File: config.mk
export PLATFORM = sky130hd
export DESIGN_NAME = pix_stream_tx
export DESIGN_NICKNAME = d
export VERILOG_FILES = /design/src/rtl/pix_stream_tx.sv
export SDC_FILE = /design/constraint.sdc
export NUM_CORES = 1
export LEC_CHECK = 0
export BUFFER_PORTS_ARGS = -buffer_cell sky130_fd_sc_hd__buf_4
export CORE_MARGIN = 1
export CORE_UTILIZATION = 56
export DETAILED_ROUTE_END_ITERATION = 10
export GPL_TIMING_DRIVEN = 0
export HOLD_SLACK_MARGIN = 0.02
export PLACE_DENSITY = 0.84
export SLEW_MARGIN = 40
export SYNTH_ARGS = -nofsm -noshare
export SYNTH_HDL_FRONTEND = slang
export SYNTH_SLANG_ARGS = --single-unit
File: constraint.sdc
create_clock -name c -period 2.9 [get_ports c]
set_clock_uncertainty 0.05 [all_clocks]
set_input_delay 0.29 -clock c [delete_from_list [all_inputs] [get_ports c]]
set_output_delay 0.29 -clock c [all_outputs]
set_load 0.02 [all_outputs]
File: src/rtl/pix_stream_tx.sv
// Camera-style pixel stream generator (p, lv, fv) fed from a valid/ready byte source.
// Optional PIX_STREAM_TX_TEST_PATTERN_EN adds pattern_sel for a (col + row) test pattern.
module pix_stream_tx #(
    parameter int unsigned COLS   = 640,
    parameter int unsigned ROWS   = 480,
    parameter int unsigned HBLANK = 16,
    parameter int unsigned VPRE   = 4,
    parameter int unsigned VPOST  = 4,
    parameter int unsigned VBLANK = 32
) (
    input  logic        c,
    input  logic        rst,
    input  logic        en,
    input  logic        in_valid,
    input  logic [7:0]  in_data,
`ifdef PIX_STREAM_TX_TEST_PATTERN_EN
    input  logic        pattern_sel,
`endif
    output logic        in_ready,
    output logic [7:0]  p,
    output logic        lv,
    output logic        fv,
    output logic [9:0]  row,
    output logic [10:0] col,
    output logic        frame_done,
    output logic [15:0] frame_cnt,
    output logic        underflow
);

    localparam logic [15:0] VpreLast   = 16'(VPRE - 1);
    localparam logic [15:0] HblankLast = 16'(HBLANK - 1);
    localparam logic [15:0] VpostLast  = 16'(VPOST - 1);
    localparam logic [15:0] VblankLast = 16'(VBLANK - 1);
    localparam logic [10:0] ColLast    = 11'(COLS - 1);
    localparam logic [9:0]  RowLast    = 10'(ROWS - 1);

    typedef enum logic [2:0] {StIdle, StVpre, StLine, StHbl, StVpost, StVbl} state_e;

    state_e      state_q;
    logic [15:0] cnt_q;
    logic [7:0]  pix_next;

`ifdef PIX_STREAM_TX_TEST_PATTERN_EN
    logic        pat_q;
    logic [10:0] next_col;
    logic [9:0]  next_row;
`endif

    // in_ready looks one cycle ahead: high exactly when the next cycle is an active pixel.
    always_comb begin
        in_ready = 1'b0;
        unique case (state_q)
            StVpre:  in_ready = (cnt_q == VpreLast);
            StHbl:   in_ready = (cnt_q == HblankLast);
            StLine:  in_ready = (col != ColLast);
            default: in_ready = 1'b0;
        endcase
`ifdef PIX_STREAM_TX_TEST_PATTERN_EN
        if (pat_q) in_ready = 1'b0;
`endif
    end

    always_comb begin
        pix_next = in_valid ? in_data : 8'h00;
`ifdef PIX_STREAM_TX_TEST_PATTERN_EN
        next_col = (state_q == StLine) ? col + 11'd1 : 11'd0;
        next_row = (state_q == StHbl) ? row + 10'd1 : row;
        if (pat_q) pix_next = next_col[7:0] + next_row[7:0];
`endif
    end

    always_ff @(posedge c) begin
        if (rst) begin
            state_q    <= StIdle;
            cnt_q      <= '0;
            p          <= '0;
            lv         <= 1'b0;
            fv         <= 1'b0;
            row        <= '0;
            col        <= '0;
            frame_done <= 1'b0;
            frame_cnt  <= '0;
            underflow  <= 1'b0;
`ifdef PIX_STREAM_TX_TEST_PATTERN_EN
            pat_q      <= 1'b0;
`endif
        end else begin
            frame_done <= 1'b0;
            if (in_ready && !in_valid) underflow <= 1'b1;
            unique case (state_q)
                StIdle: begin
                    if (en) begin
                        state_q <= StVpre;
                        fv      <= 1'b1;
                        row     <= '0;
                        cnt_q   <= '0;
`ifdef PIX_STREAM_TX_TEST_PATTERN_EN
                        pat_q   <= pattern_sel;
`endif
                    end
                end
                StVpre: begin
                    if (cnt_q == VpreLast) begin
                        state_q <= StLine;
                        lv      <= 1'b1;
                        col     <= '0;
                        p       <= pix_next;
                    end else begin
                        cnt_q <= cnt_q + 16'd1;
                    end
                end
                StLine: begin
                    if (col == ColLast) begin
                        lv      <= 1'b0;
                        col     <= '0;
                        p       <= '0;
                        cnt_q   <= '0;
                        state_q <= (row == RowLast) ? StVpost : StHbl;
                    end else begin
                        col <= col + 11'd1;
                        p   <= pix_next;
                    end
                end
                StHbl: begin
                    if (cnt_q == HblankLast) begin
                        state_q <= StLine;
                        lv      <= 1'b1;
                        row     <= row + 10'd1;
                        p       <= pix_next;
                    end else begin
                        cnt_q <= cnt_q + 16'd1;
                    end
                end
                StVpost: begin
                    if (cnt_q == VpostLast) begin
                        state_q    <= StVbl;
                        fv         <= 1'b0;
                        frame_done <= 1'b1;
                        frame_cnt  <= frame_cnt + 16'd1;
                        cnt_q      <= '0;
                    end else begin
                        cnt_q <= cnt_q + 16'd1;
                    end
                end
                StVbl: begin
                    if (cnt_q == VblankLast) begin
                        cnt_q <= '0;
                        if (en) begin
                            state_q <= StVpre;
                            fv      <= 1'b1;
                            row     <= '0;
`ifdef PIX_STREAM_TX_TEST_PATTERN_EN
                            pat_q   <= pattern_sel;
`endif
                        end else begin
                            state_q <= StIdle;
                        end
                    end else begin
                        cnt_q <= cnt_q + 16'd1;
                    end
                end
                default: state_q <= StIdle;
            endcase
        end
    end

endmodule

==> results.json, run 1 <==
{
  "status": "finished clean",
  "cts_max_path_buffers": 2,
  "synth-seq-cells": 68,
  "portBuffers": 61,
  "postCtsHoldBufs": 0,
  "power_leakage_nw": 1.626,
  "grt_pass1_wl_um": 14360,
  "rows": 28,
  "htree_levels": 3,
  "io_pins": 62,
  "post_drt_wl_per_cell_um": 15.73,
  "p_int_mw": 1.564,
  "postRouteAntennaNets": 0,
  "synth_top_area_share_pct": 39.65,
  "finalHoldViolations": 0,
  "place_congestion": 0.9297,
  "fin_cells": 556,
  "cts_root_buf": "clkbuf_8",
  "grt_usage_pct": 28.96,
  "start_util_pct": 57.99,
  "worst-path-max-fanout": 7,
  "switching_power_mw": 0.4351,
  "async_reset_ff_share_pct": 0,
  "die_area_um2": 6448,
  "max-slew-margin-rel_pct": 50.86,
  "synth_area_leaders": "dfxtp_1 40%, nor2_1 5.5%, xor2_1 4.8%",
  "dp.cells": 541,
  "clkSinkCount": 68,
  "pwr-share-comb_pct": 5.4,
  "route.detailed.drc": 0,
  "timing.rr.start": "col[0]",
  "clkPwrFrac_pct": 47.5,
  "final_nets": 493,
  "critPathTopFamily": "simple AND/OR/NAND/NOR gates",
  "critical_path.startpoint": "cnt_q[13]",
  "path_buf_inv": 1,
  "syn_nets": 421,
  "cp_slowest_stage_delay_ns": 0.57,
  "cp-start-kind": "flop",
  "syn_inst": 405,
  "holdWs_ns": 0.1020,
  "rsz0062_at_grt": "true",
  "drv_cap": 0,
  "fmax_mhz": 360.1,
  "drt_iter0_markers": 334,
  "hold_class": "primary input to flop",
  "synth_ff_type": "dfxtp_1",
  "grt_start_max_net_pins": 12,
  "routed_wl_um": 8747,
  "antenna_found_initial": 0,
  "cp.required_ns": 2.56,
  "syn-cell-area_um2": 3433,
  "via_per_inst": 5.987,
  "yosysWarningCount": 0,
  "diodes": 0,
  "swShare_pct": 21.76,
  "crit_cells": 5,
  "period_needed_ns": 2.777,
  "yosysSeqAreaShare_pct": 39.65,
  "slew_violations": 0,
  "layout-drive-gt1-share_pct": 20.17,
  "hpwl_um": 6166,
  "clkLatencyLatePin_ns": 0.36,
  "seq_power_share_pct": 47.2,
  "fillers": 487,
  "cts_buffers": 9,
  "cellPowerDensity_nw_per_um2": 468.2,
  "r2r_slack_ns": 0.20,
  "finalSetupViolCount": 0,
  "cts_tree": "built",
  "fin_util_pct": 72.13,
  "synth_edf_count": 0,
  "fp.dieW_um": 80.30,
  "path_cells": "or4_4, nor4_4, o211ai_1, nand2_1, buf_4",
  "coreArea_um2": 5921,
  "final_common_cell": "dfxtp_1",
  "die_h_um": 80.30,
  "dr.pass1.iters": 5,
  "avgSynthCellArea_um2": 8.477,
  "yosys.area.top_type": "dfxtp_1",
  "peakVddDrop_mv": 0.3724,
  "area_growth_pct": 24.38,
  "timing.final.crit_share_pct": 95.77,
  "worst_slew_pin_slew_ns": 0.7311,
  "path_class": "flop to primary output",
  "reg2reg_depth": 7,
  "cts_repair_resize_count": 0,
  "worstPathArrival_ns": 2.44,
  "num_vias": 3329,
  "worstSetupEndpoint": "in_ready",
  "gr-total-overflow": 0,
  "netlist-cell-type-count": 56,
  "crit_path_end_kind": "primary output",
  "cpMaxStageDelayCell": "or4_4",
  "r2r_end": "cnt_q[4]",
  "clk_pin_slew_ns": 0.08,
  "grt_pass1_vias": 3115,
  "mostFrequentLayoutCells": "68 x dfxtp_1, 61 x buf_4, 50 x nor2_1",
  "postCtsSetupBuffers": 0
}
-- logic make-up (layout without fill, tap and decap cells) --
logic type                 Yosys count  in the layout  synth area share [%]
AOI/OAI and AO/OA                   70             70                 14.80
adders and majority gates            4              4                 1.458
xor gates and xnor gates            34             34                 8.674
buffers and inverters               25            101                 2.842
and+or+nand+nor                    203            203                 32.29
DFF                                 68             68                 39.65
muxes                                1              1                0.2916
-- state kept, by name, summed over array words and instances, names as in the netlist --
name        cells
cnt_q          16
col            11
frame_cnt      16
frame_done      1
fv              1
lv              1
p               8
row            10
state_q         3
underflow       1
-- layout make-up --
class,instances,area [µm²],share of cell area (%)
Clock buffer,10,137.6,3.223
Inverter,5,18.77,0.4395
Sequential cell,68,1361,31.88
Tap cell,75,93.84,2.197
Timing Repair Buffer,61,457.9,10.72
Buffer,20,78.83,1.846
Clock inverter,5,100.1,2.344
Multi-Input combinational cell,312,2022,47.35
-- stage by stage --
step                instance area [µm²]  total power [mW]  setup TNS [ns]  setup WS [ns]
floorplan                          3433             1.030               0         0.3789
global placement                   3985             1.063               0         0.1687
detailed placement                 4004             1.066               0        0.08487
CTS                                4242             2.004               0       0.002675
global route                       4270             2.051        -0.04193       -0.04020
finish                             4270             1.999               0         0.1227
-- how the worst min path moves through the flow --
stage          slack (ns)  endpoint  depth (start not counted)        from
5_1_grt              0.11      p[4]                          3  in_data[4]
6_report             0.10      p[4]                          3  in_data[4]
3_5_place_dp         0.43      p[3]                          2        p[3]
2_1_floorplan        0.37      p[0]                          2  in_data[0]
4_1_cts               0.1      p[3]                          3  in_data[3]
3_3_place_gp         0.41      p[6]                          2        p[6]
-- synth_stat cells, types with 2 or more instances --
| library cell | number |
|---|---|
| a311oi_1 | 7 |
| nand4_1 | 18 |
| buf_2 | 3 |
| nand2b_1 | 14 |
| a31oi_1 | 4 |
| a211oi_1 | 3 |
| nor4b_1 | 2 |
| a21oi_1 | 16 |
| or4_1 | 4 |
| o31ai_1 | 3 |
| ha_1 | 4 |
| nor2_1 | 50 |
| dfxtp_1 | 68 |
| and3_1 | 9 |
| o21ai_0 | 15 |
| xnor2_1 | 15 |
| or2_2 | 2 |
| nand4b_1 | 2 |
| clkbuf_1 | 15 |
| nand3_1 | 26 |
| inv_1 | 5 |
| nor3_1 | 13 |
| o211a_1 | 4 |
| o211ai_1 | 2 |
| buf_1 | 2 |
| nor2b_1 | 4 |
| and4_1 | 5 |
| nor4_1 | 10 |
| or3_1 | 4 |
| nor4b_2 | 2 |
| and2_1 | 3 |
| nand2_1 | 29 |
| xor2_1 | 19 |
-- worst register-to-register path: cells and delay by family (launching register included) --
family | cells | cell delay (ns)
flip-flops | 1 | 0.40
adder cells (fa/ha/maj) | 1 | 0.26
AND/OR/NAND/NOR | 4 | 1.34
AO/OA/AOI/OAI | 2 | 0.58
-- power by group through the flow --
stage	clock, mW	sequential, mW	combinational (mW)
4_1_cts	0.959	0.943	0.103
6_report	0.949	0.943	0.107
5_1_grt	0.992	0.943	0.116
2_1_floorplan	0	0.965	0.0648
3_5_place_dp	0	0.964	0.102
3_3_place_gp	0	0.964	0.0987
-- layer usage --
metal	vias to the layer above	share of wire [%]	global-route usage [%]
met5	-	0	0
met3	22	5.1	5.227
li1	1628	-	-
met4	0	2.3	16.96
met1	1562	44	37.05
met2	117	48	45.47
(Power assumes the default switching activity.)
==> run 2, diff against run 1 <==
--- a/config.mk
+++ b/config.mk
@@ -7,11 +7,12 @@
 export LEC_CHECK = 0
 export BUFFER_PORTS_ARGS = -buffer_cell sky130_fd_sc_hd__buf_4
 export CORE_MARGIN = 1
-export CORE_UTILIZATION = 56
+export CORE_UTILIZATION = 58
+export CTS_BUF_LIST = sky130_fd_sc_hd__clkbuf_8
 export DETAILED_ROUTE_END_ITERATION = 10
 export GPL_TIMING_DRIVEN = 0
 export HOLD_SLACK_MARGIN = 0.02
-export PLACE_DENSITY = 0.84
+export PLACE_DENSITY = 0.87
 export SLEW_MARGIN = 40
 export SYNTH_ARGS = -nofsm -noshare
 export SYNTH_HDL_FRONTEND = slang
==> run 2 against run 1 <==
Effect of this change:
- flip-flop and latch count unchanged
- critical path depth up 2
- clock power is 7.3% lower
- sequential share of layout area grew 0.10 points
- die area down 3.4%
- total power decreased by 3.5%
- first-iteration DRC count is 36% lower
- via count grew 3.4%
- final area down 0.32%
- maximum frequency increased by 2.7%
- routed wire length down 0.30%
- combinational power hardly changed
- critical path type is now flop to flop
- critical endpoint is now cnt_q[4]
==> results.json, run 2 (same netlist as run 1, synthesis figures left out) <==
{
  "postRouteAntennaNets": 0,
  "antenna_found_initial": 0,
  "worstPathArrival_ns": 2.92,
  "worst-path-max-fanout": 7,
  "cts_buffers": 9,
  "min_to": "p[5]",
  "grt_pass1_vias": 3168,
  "reg2reg_depth": 7,
  "cellPowerDensity_nw_per_um2": 453.4,
  "clkLatencyLatePin_ns": 0.34,
  "wl_met2_um": 4256,
  "timing.rr.start": "col[0]",
  "clkSinkCount": 68,
  "via_per_inst": 6.200,
  "wl_met1_um": 3802,
  "hold_class": "primary input to flop",
  "worstHoldStart": "in_data[5]",
  "drt_iter0_markers": 213,
  "peakVddDrop_mv": 0.3170,
  "dp.cells": 538,
  "path_class": "flop to flop",
  "num_vias": 3441,
  "cp.required_ns": 3.12,
  "final_common_cell": "dfxtp_1",
  "multi_input_area_um2": 2018,
  "place_congestion": 0.9310,
  "coreArea_um2": 5608,
  "timing.final.crit_share_pct": 93.25,
  "holdPathStages": 3,
  "grt_pass1_wl_um": 14500,
  "power_leakage_nw": 1.614,
  "cts_root_buf": "clkbuf_8",
  "route.detailed.drc": 0,
  "rsz0062_at_grt": "false",
  "hpwl_um": 6075,
  "finalSetupViolCount": 0,
  "fin_cells": 555,
  "top_layer_used": "met4",
  "status": "finished clean",
  "diodes": 0,
  "r2r_slack_ns": 0.20,
  "mostFrequentLayoutCells": "68 x dfxtp_1, 62 x buf_4, 50 x nor2_1",
  "area_growth_pct": 23.98,
  "rows": 27,
  "die_h_um": 78.94,
  "post_drt_wl_per_cell_um": 15.71,
  "cp-start-kind": "flop",
  "finalSetupTns_ns": 0,
  "dr.pass1.iters": 5,
  "postCtsHoldBufs": 0,
  "total_power_mw": 1.930,
  "ff_latch_area_um2": 1361,
  "portBuffers": 61,
  "fillers": 421,
  "fmax_mhz": 369.8,
  "grt_usage_pct": 29.33,
  "slew_violations": 0,
  "die_area_um2": 6232,
  "layout-drive-gt1-share_pct": 20.29,
  "io_pins": 62,
  "max-slew-margin-rel_pct": 48.98,
  "cts_tree": "built",
  "drv_cap": 0,
  "place_area_um2": 4000,
  "fp.dieW_um": 78.94,
  "holdWs_ns": 0.1120,
  "worst_slew_pin_slew_ns": 0.7590,
  "htree_levels": 3,
  "clk_pin_slew_ns": 0.08,
  "final_nets": 494,
  "period_needed_ns": 2.704,
  "crit_path_end_kind": "flop",
  "gr-total-overflow": 0,
  "biggestRegsByFlops": "cnt_q: 16 flops, frame_cnt: 16 flops, col: 11 flops",
  "cts_max_path_buffers": 2,
  "grt_start_max_net_pins": 14,
  "r2r_end": "cnt_q[4]",
  "wl_met3_um": 512,
  "finalHoldViolations": 0,
  "finalInstanceArea_um2": 4257,
  "start_util_pct": 61.22,
  "routed_wl_um": 8721
}
run 2: cell type report:
cell class | count | area share, %
Inverter | 5 | 0.4409
Buffer | 20 | 1.852
Clock inverter | 7 | 2.352
Clock buffer | 9 | 2.910
Timing Repair Buffer | 62 | 10.93
Tap cell | 72 | 2.116
Sequential cell | 68 | 31.98
Multi-Input combinational cell | 312 | 47.41
run 2: worst max path at each step:
stage                start       end  slack [ns]  depth (start not counted)
floorplan           col[0]  cnt_q[4]        0.38                          7
global placement    col[0]  cnt_q[4]        0.18                          7
detailed placement  col[0]  cnt_q[4]        0.09                          7
CTS                 col[0]  cnt_q[4]        0.05                          7
global route        col[0]  cnt_q[4]        0.01                          7
finish              col[0]  cnt_q[4]        0.20                          7
run 2: power by group:
part / switching [mW] / internal, mW
combinational: 0.0680 / 0.0390
clock: 0.392 / 0.488
sequential: 0.00476 / 0.938
total: 0.465 / 1.46
run 2: timing repair:
action,4_1_cts,5_1_grt
endpoints found under the setup margin,0,11
setup buffers,0,1
gates resized for setup,0,4
hold endpoints to repair,0,0
run 2: routing by layer:
| metal | vias up | global-route usage, % |
|---|---|---|
| met5 | - | 0 |
| met4 | 0 | 9.455 |
| met3 | 22 | 6.667 |
| met2 | 140 | 49.48 |
| met1 | 1643 | 37.03 |
| li1 | 1636 | - |
run 2: critical path, stage by stage (launching register included):
cell and delay (ns):
dfxtp_1 0.42, ha_1 0.27, and4_1 0.33, nand4_4 0.21
a211oi_4 0.43, nand2_2 0.20, or4b_1 0.56, a21oi_1 0.16
run 2: metrics by stage:
stage / setup slack (ns) / util [%]
2_1_floorplan: 0.3789 / -
3_3_place_gp: 0.1819 / 71.00
3_5_place_dp: 0.08635 / 71.33
4_1_cts: 0.05443 / 75.32
5_1_grt: 0.01309 / 75.90
6_report: 0.1956 / 75.90
